File: src/rtl/breath_pkg.sv
// Shared types and default widths for the LED breathing scheduler.
package breath_pkg;
    localparam int W_DEF  = 24;
    localparam int RW_DEF = 8;

    typedef enum logic [2:0] {
        IDLE,
        RISE,
        HOLD_HI,
        FALL,
        HOLD_LO
    } state_e;
endpackage

File: src/rtl/pwm_core.sv
// PWM period counter with registered compare output and a period-boundary pulse.
module pwm_core #(
    parameter int W = 24
) (
    input  logic         clk,
    input  logic         rst,
    input  logic         active,
    input  logic         run,
    input  logic [W-1:0] period,
    input  logic [W-1:0] duty_nxt,
    output logic         boundary,
    output logic         out
);
    logic [W-1:0] cnt_q, cnt_d;
    logic         out_q, out_d;
    logic         wrap;

    assign wrap     = (cnt_q == period - W'(1));
    assign boundary = active && wrap;
    assign out      = out_q;

    // out is computed from the count and duty that will be live next cycle,
    // so the registered output lines up with the counter value it belongs to.
    always_comb begin
        cnt_d = '0;
        if (run && active && !wrap) begin
            cnt_d = cnt_q + W'(1);
        end
        out_d = run && (cnt_d < duty_nxt);
    end

    always_ff @(posedge clk or negedge rst) begin
        if (!rst) begin
            cnt_q <= '0;
            out_q <= 1'b0;
        end else begin
            cnt_q <= cnt_d;
            out_q <= out_d;
        end
    end
endmodule

File: src/rtl/breath_sched.sv
// Breathing-pattern scheduler: ramps PWM duty between a floor and a ceiling
// with optional holds, for a programmed number of breaths or until stopped.
module breath_sched
    import breath_pkg::*;
#(
    parameter int W  = W_DEF,
    parameter int RW = RW_DEF
) (
    input  logic          clk,
    input  logic          rst,
    input  logic          start,
    input  logic          stop,
    input  logic [W-1:0]  period,
    input  logic [W-1:0]  duty_min,
    input  logic [W-1:0]  duty_max,
    input  logic [W-1:0]  step,
    input  logic [7:0]    div,
    input  logic [7:0]    hold_hi,
    input  logic [7:0]    hold_lo,
    input  logic [RW-1:0] reps,
    output logic          out,
    output logic          busy,
    output logic          done,
    output logic          cfg_err,
    output logic [W-1:0]  duty
);
    state_e        state_q, state_d;
    logic [W-1:0]  period_q, dmin_q, dmax_q, step_q;
    logic [7:0]    div_q, hh_q, hl_q;
    logic [RW-1:0] reps_q;
    logic [W-1:0]  duty_q, duty_d;
    logic [7:0]    divc_q, divc_d;
    logic [7:0]    hcnt_q, hcnt_d;
    logic [RW-1:0] rep_q, rep_d;
    logic          done_q, done_d;
    logic          cfg_err_q, cfg_err_d;

    logic          bad_cfg, accept, reject;
    logic          boundary, tick, eob, last_rep;
    logic [7:0]    div_m1;
    logic [W:0]    sum;
    logic [W-1:0]  inc_v, dec_v;
    logic [RW:0]   rep_inc;

    assign bad_cfg = (period == '0) || (step == '0) || (duty_min > duty_max);
    assign accept  = (state_q == IDLE) && start && !stop && !bad_cfg;
    assign reject  = (state_q == IDLE) && start && !stop && bad_cfg;

    assign div_m1 = (div_q == 8'd0) ? 8'd0 : div_q - 8'd1;
    assign tick   = boundary && (divc_q == div_m1);

    // Saturating ramp arithmetic; the W+1-bit sum keeps a large step from wrapping.
    assign sum   = {1'b0, duty_q} + {1'b0, step_q};
    assign inc_v = (sum > {1'b0, dmax_q}) ? dmax_q : sum[W-1:0];
    assign dec_v = ((duty_q - dmin_q) <= step_q) ? dmin_q : duty_q - step_q;

    assign rep_inc  = {1'b0, rep_q} + {{RW{1'b0}}, 1'b1};
    assign last_rep = (reps_q != '0) && (rep_inc == {1'b0, reps_q});

    always_comb begin
        state_d   = state_q;
        duty_d    = duty_q;
        divc_d    = divc_q;
        hcnt_d    = hcnt_q;
        rep_d     = rep_q;
        done_d    = 1'b0;
        cfg_err_d = reject;
        eob       = 1'b0;

        if (boundary) begin
            divc_d = tick ? 8'd0 : divc_q + 8'd1;
        end

        case (state_q)
            IDLE: begin
                if (accept) begin
                    state_d = RISE;
                    duty_d  = duty_min;
                    divc_d  = 8'd0;
                    hcnt_d  = 8'd0;
                    rep_d   = '0;
                end
            end
            RISE: begin
                if (tick) begin
                    if (duty_q == dmax_q) begin
                        if (hh_q != 8'd0) begin
                            state_d = HOLD_HI;
                            hcnt_d  = 8'd0;
                        end else begin
                            state_d = FALL;
                            duty_d  = dec_v;
                        end
                    end else begin
                        duty_d = inc_v;
                    end
                end
            end
            HOLD_HI: begin
                if (tick) begin
                    if (hcnt_q + 8'd1 == hh_q) begin
                        state_d = FALL;
                        duty_d  = dec_v;
                    end else begin
                        hcnt_d = hcnt_q + 8'd1;
                    end
                end
            end
            FALL: begin
                if (tick) begin
                    if (duty_q == dmin_q) begin
                        if (hl_q != 8'd0) begin
                            state_d = HOLD_LO;
                            hcnt_d  = 8'd0;
                        end else begin
                            eob = 1'b1;
                        end
                    end else begin
                        duty_d = dec_v;
                    end
                end
            end
            HOLD_LO: begin
                if (tick) begin
                    if (hcnt_q + 8'd1 == hl_q) begin
                        eob = 1'b1;
                    end else begin
                        hcnt_d = hcnt_q + 8'd1;
                    end
                end
            end
            default: state_d = IDLE;
        endcase

        if (eob) begin
            if (last_rep) begin
                state_d = IDLE;
                duty_d  = '0;
                done_d  = 1'b1;
            end else begin
                state_d = RISE;
                duty_d  = inc_v;
                if (reps_q != '0) begin
                    rep_d = rep_inc[RW-1:0];
                end
            end
        end

        // Abort takes priority over everything, including a completing breath.
        if (stop && (state_q != IDLE)) begin
            state_d = IDLE;
            duty_d  = '0;
            done_d  = 1'b0;
        end
    end

    always_ff @(posedge clk or negedge rst) begin
        if (!rst) begin
            state_q   <= IDLE;
            duty_q    <= '0;
            divc_q    <= '0;
            hcnt_q    <= '0;
            rep_q     <= '0;
            done_q    <= 1'b0;
            cfg_err_q <= 1'b0;
        end else begin
            state_q   <= state_d;
            duty_q    <= duty_d;
            divc_q    <= divc_d;
            hcnt_q    <= hcnt_d;
            rep_q     <= rep_d;
            done_q    <= done_d;
            cfg_err_q <= cfg_err_d;
        end
    end

    always_ff @(posedge clk or negedge rst) begin
        if (!rst) begin
            period_q <= '0;
            dmin_q   <= '0;
            dmax_q   <= '0;
            step_q   <= '0;
            div_q    <= '0;
            hh_q     <= '0;
            hl_q     <= '0;
            reps_q   <= '0;
        end else if (accept) begin
            period_q <= period;
            dmin_q   <= duty_min;
            dmax_q   <= duty_max;
            step_q   <= step;
            div_q    <= div;
            hh_q     <= hold_hi;
            hl_q     <= hold_lo;
            reps_q   <= reps;
        end
    end

    pwm_core #(.W(W)) u_pwm (
        .clk      (clk),
        .rst      (rst),
        .active   (state_q != IDLE),
        .run      (state_d != IDLE),
        .period   (period_q),
        .duty_nxt (duty_d),
        .boundary (boundary),
        .out      (out)
    );

    assign busy    = (state_q != IDLE);
    assign done    = done_q;
    assign cfg_err = cfg_err_q;
    assign duty    = duty_q;
endmodule

File: config.mk
export PLATFORM = sky130hd
export DESIGN_NAME = breath_sched
export DESIGN_NICKNAME = d
export VERILOG_FILES = /design/src/rtl/breath_pkg.sv /design/src/rtl/pwm_core.sv /design/src/rtl/breath_sched.sv
export SDC_FILE = /design/constraint.sdc
export NUM_CORES = 1
export LEC_CHECK = 0
export BUFFER_PORTS_ARGS = -buffer_cell sky130_fd_sc_hd__buf_2
export CAP_MARGIN = 20
export CORE_UTILIZATION = 53
export CTS_CLUSTER_SIZE = 20
export DETAILED_ROUTE_END_ITERATION = 7
export PLACE_DENSITY = 0.79
export REMOVE_ABC_BUFFERS = 1
export SLEW_MARGIN = 20
export SYNTH_ARGS = -nofsm -noshare
export SYNTH_HDL_FRONTEND = slang
export SYNTH_HIERARCHICAL = 1
export SYNTH_SLANG_ARGS = --single-unit
File: constraint.sdc
create_clock -name clk -period 13.6 [get_ports clk]
set_clock_uncertainty 0.2 [all_clocks]
set_input_delay 4.08 -clock clk [delete_from_list [all_inputs] [get_ports clk]]
set_output_delay 4.08 -clock clk [all_outputs]
set_load 0.01 [all_outputs]
==> metrics.md <==
| Metric | Value |
|---|---|
| Crit end category | `flop` |
| DRC violations left | `0` |
| Async S/R FF share, synth | `between 90% and 100%` |
| Synthesized area | `about 18,000 sq um` |
| Fill count | `about 3k` |
| Clock latency on the worst-skew pair | `approximately 550 ps` |
| Final Max Slew Viols | `0` |
| Root buffer cell | `clkbuf_16` |
| Largest net degree at the start of global routing | `approximately 210` |
| Worst hold path depth | `2` |
| Critical path peak fanout | `29` |
| Min-Delay Path Class | `flop to flop` |
| Via count of the routed design | `roughly 18k` |
| Tcrit/Tclk final | `71.4%` |
| HP Start | `reps_q[7]$_DFFE_PN0P_` |
| CTS tree | `yes` |
| Placed Cells | `2,798` |
| Drt total wl | `around 60 mm` |
| Setup Viol. Count Final | `0` |
| Yosys top cell area share | `28.7%` |
| Post-synthesis sequential area ratio | `28.7%` |
| Count of cell types in the netlist | `between 90 and 100` |
| Core ar. | `33,400 sq um` |
| Detailed Place HPWL | `roughly 46 mm` |
| Highest clock rate | `0.103 GHz` |
| Initial Util | `between 50% and 60%` |
| Vias/cell | `6.24` |
| RSZ-0062 raised after global routing | `false` |
| Tightest Pin Transition | `approximately 1100 ps` |
| Tmin final | `roughly 10000 ps` |
| Top post-synthesis cells by count | `334 x nand2_1, 206 x dfrtp_1, 179 x inv_1, 171 x ha_1, 163 x nor2_1` |
| Htree depth | `1` |
| Final Hold Vio Count | `0` |
| Num rows | `between 60 and 70` |
| GRT overflow | `0` |
| Worst-path clk slew | `roughly 60 ps` |
| Post-synth top area cell | `dfrtp_1` |
| Synth warn | `6` |
| Buffers on Ports | `159` |
| Layout cell share with drive strength beyond 1 | `a little over a tenth` |
| Crit path DAT | `9950 ps` |
| Worst hold slack | `between 300 and 400 ps` |
| Io pins | `between 150 and 200` |
| Placement Setup Slack | `about 3600 ps` |
| Status | `finished, final reports clean` |
| Layout net count | `roughly 2.7k` |
| Cell with the most instances after synthesis | `nand2_1` |
| Area after DPL | `roughly 19,000 sq um` |
| Design area | `roughly 20,000 sq um` |
| All-Layer GR Usage | `34.4%` |
| Area Growth Syn to Fin | `11.2%` |
| Slowest CP cell | `and2_1` |
| Number of nets with antenna violations after routing | `0` |
| Die area | `roughly 35,000 sq um` |
| Setup WS post-layout | `~4000 ps` |
| Postcts setup bufs | `0` |
| FF-to-FF End | `u_pwm/out$_DFF_PN0_` |
| DR pass1 iterations | `8` |
| Clock Path Buffers | `3` |
| Critical Path Max Stage Delay | `650 ps` |
| Final core occ | `59.8%` |
| Worst Hold Endpoint | `reps_q[7]$_DFFE_PN0P_` |
| Leakage | `around 9.5 nW` |
| Syn Area/Cell | `~7.9 sq um` |
| Slew headroom | `between 20% and 30%` |
| WL/cell | `21.1 microns` |
| Initial antenna violation count | `2` |
| Reg2reg path depth | `32` |
| Pwr per Cell Area | `269 nW/um^2` |
| CP Launch Type | `flop` |
| Overall power | `roughly 5.4 mW` |
| Max IR drop VDD | `between 0.0002 and 0.00025 V` |
| Synth area leaders | `dfrtp_1 29%, ha_1 12%, nand2_1 7.0%` |
| Setup TNS after final layout | `0 ps` |
| Top FF cell, synth | `dfrtp_1` |
| Cts repair resizes | `0` |
| Die outline height | `around 190 microns` |
| EDFF count, synth | `0` |
| Cts bufs inserted | `26` |
| Fin cells | `~2.8k` |
| CP required | `between 10,000 and 15,000 ps` |
| Max-cap violations | `0` |
| Synthesized flop and latch total | `just over 200` |
| Vias in the first global route | `16.3k` |
| Clk sink count | `approximately 210` |
| Global-route wire length before repair | `between 90 and 100 mm` |
| R2r setup slk | `around 3900 ps` |
| Die Wd | `roughly 190 microns` |
| DRT iter0 DRCs | `around 2.2k` |
| Routability cong. | `1.02` |
| Reg-to-reg critical path startpoint | `duty[6]$_DFF_PN0_` |
| Cts hold-fix bufs | `0` |
| Syn Inst Count | `between 2k and 2.5k` |
| Worst Setup Path Type | `flop to flop` |
[cells in the final DEF (no fill, tap or decap), drive strengths merged, types with 9 or more instances in the layout]
cell    count
o31ai      19
inv       180
a21o       35
nand4      37
a21boi      9
nor2b      32
mux2i      12
nand2b     18
xor2       65
and4       10
a31oi      19
ha        171
or3        22
dfrtp     206
clkbuf     41
nor3       44
nand3      62
a211oi     20
a21oi     124
xnor2      94
o21ai     179
or4        15
mux2        9
nor4       41
buf       168
and2       15
o211ai     19
nor2      163
o21a       18
a211o      10
nand2     334
o21bai     10
and3       29
or2         9
o22ai      17
o211a       9
[worst max-delay path, delay by kind of cell, from the launching register on]
| kind | cells | cell delay [ps] |
|---|---|---|
| flip-flops | 1 | 530 |
| buffers and inverters | 3 | 640 |
| AND/OR/NAND/NOR | 7 | 2390 |
| XOR/XNOR | 1 | 90 |
| AO/OA/AOI/OAI | 17 | 4520 |
| adder cells (fa/ha/maj) | 3 | 890 |
| multiplexers | 1 | 310 |
[layout make-up]
| cell class | count | area (sq um) | area share (%) |
|---|---|---|---|
| Sequential cell | 206 | 5150 | 25.8 |
| Tap cell | 448 | 561 | 2.80 |
| Timing Repair Buffer | 169 | 892 | 4.46 |
| Antenna cell | 2 | 5.00 | 0.0250 |
| Clock inverter | 8 | 129 | 0.644 |
| Multi-Input combinational cell | 1795 | 11800 | 58.9 |
| Inverter | 180 | 676 | 3.38 |
| Clock buffer | 40 | 803 | 4.01 |
[how the worst max path moves through the flow]
stage	start	to	slack (ps)	depth (start not counted)
2_1_floorplan	duty_max[7]	u_pwm/out$_DFF_PN0_	-17220	17
3_5_place_dp	duty_max[7]	u_pwm/out$_DFF_PN0_	3620	22
3_3_place_gp	duty_max[7]	u_pwm/out$_DFF_PN0_	3810	22
4_1_cts	duty_max[7]	u_pwm/out$_DFF_PN0_	4170	22
6_report	duty[6]$_DFF_PN0_	u_pwm/out$_DFF_PN0_	3890	32
5_1_grt	duty_max[4]	u_pwm/out$_DFF_PN0_	3510	23
[power by group]
group          switching (mW)  total, mW  leakage (nW)  internal (mW)
Clock                   0.291      0.754         0.458          0.462
Combinational            2.16       3.50          6.33           1.34
Sequential              0.290       1.12          2.67          0.831
[layer usage]
layer  part of all wire (%)  routed length [microns]  up-vias  GRT usage (%)
li1                       -                        -     8294              -
met1                     43                    26000     8468           47.7
met2                     45                    26700      845           53.9
met3                    8.3                     4990      159           5.53
met4                    3.8                     2290        0           12.8
met5                      0                        0        -              0
[logic make-up (layout without fill, tap and decap cells)]
logic type      Yosys count  in the layout  synth area share (%)
flops                   206            206                  28.7
xor+xnor                162            162                  8.12
other cells               0              2                     0
compound gates          582            582                  21.0
fa+ha+maj               175            175                  12.3
buf+inv                 275            397                  5.91
mux                      21             21                  1.23
simple gates            855            855                  22.8
[registers in the layout (all words and copies together), names as in the netlist, 24 cells and up]
| register | cells |
|---|---|
| duty | 24 |
| step_q | 24 |
| period_q | 24 |
| u_pwm/cnt_q | 24 |
| dmin_q | 24 |
| dmax_q | 24 |
No activity file was read; power rests on OpenSTA's default activity.
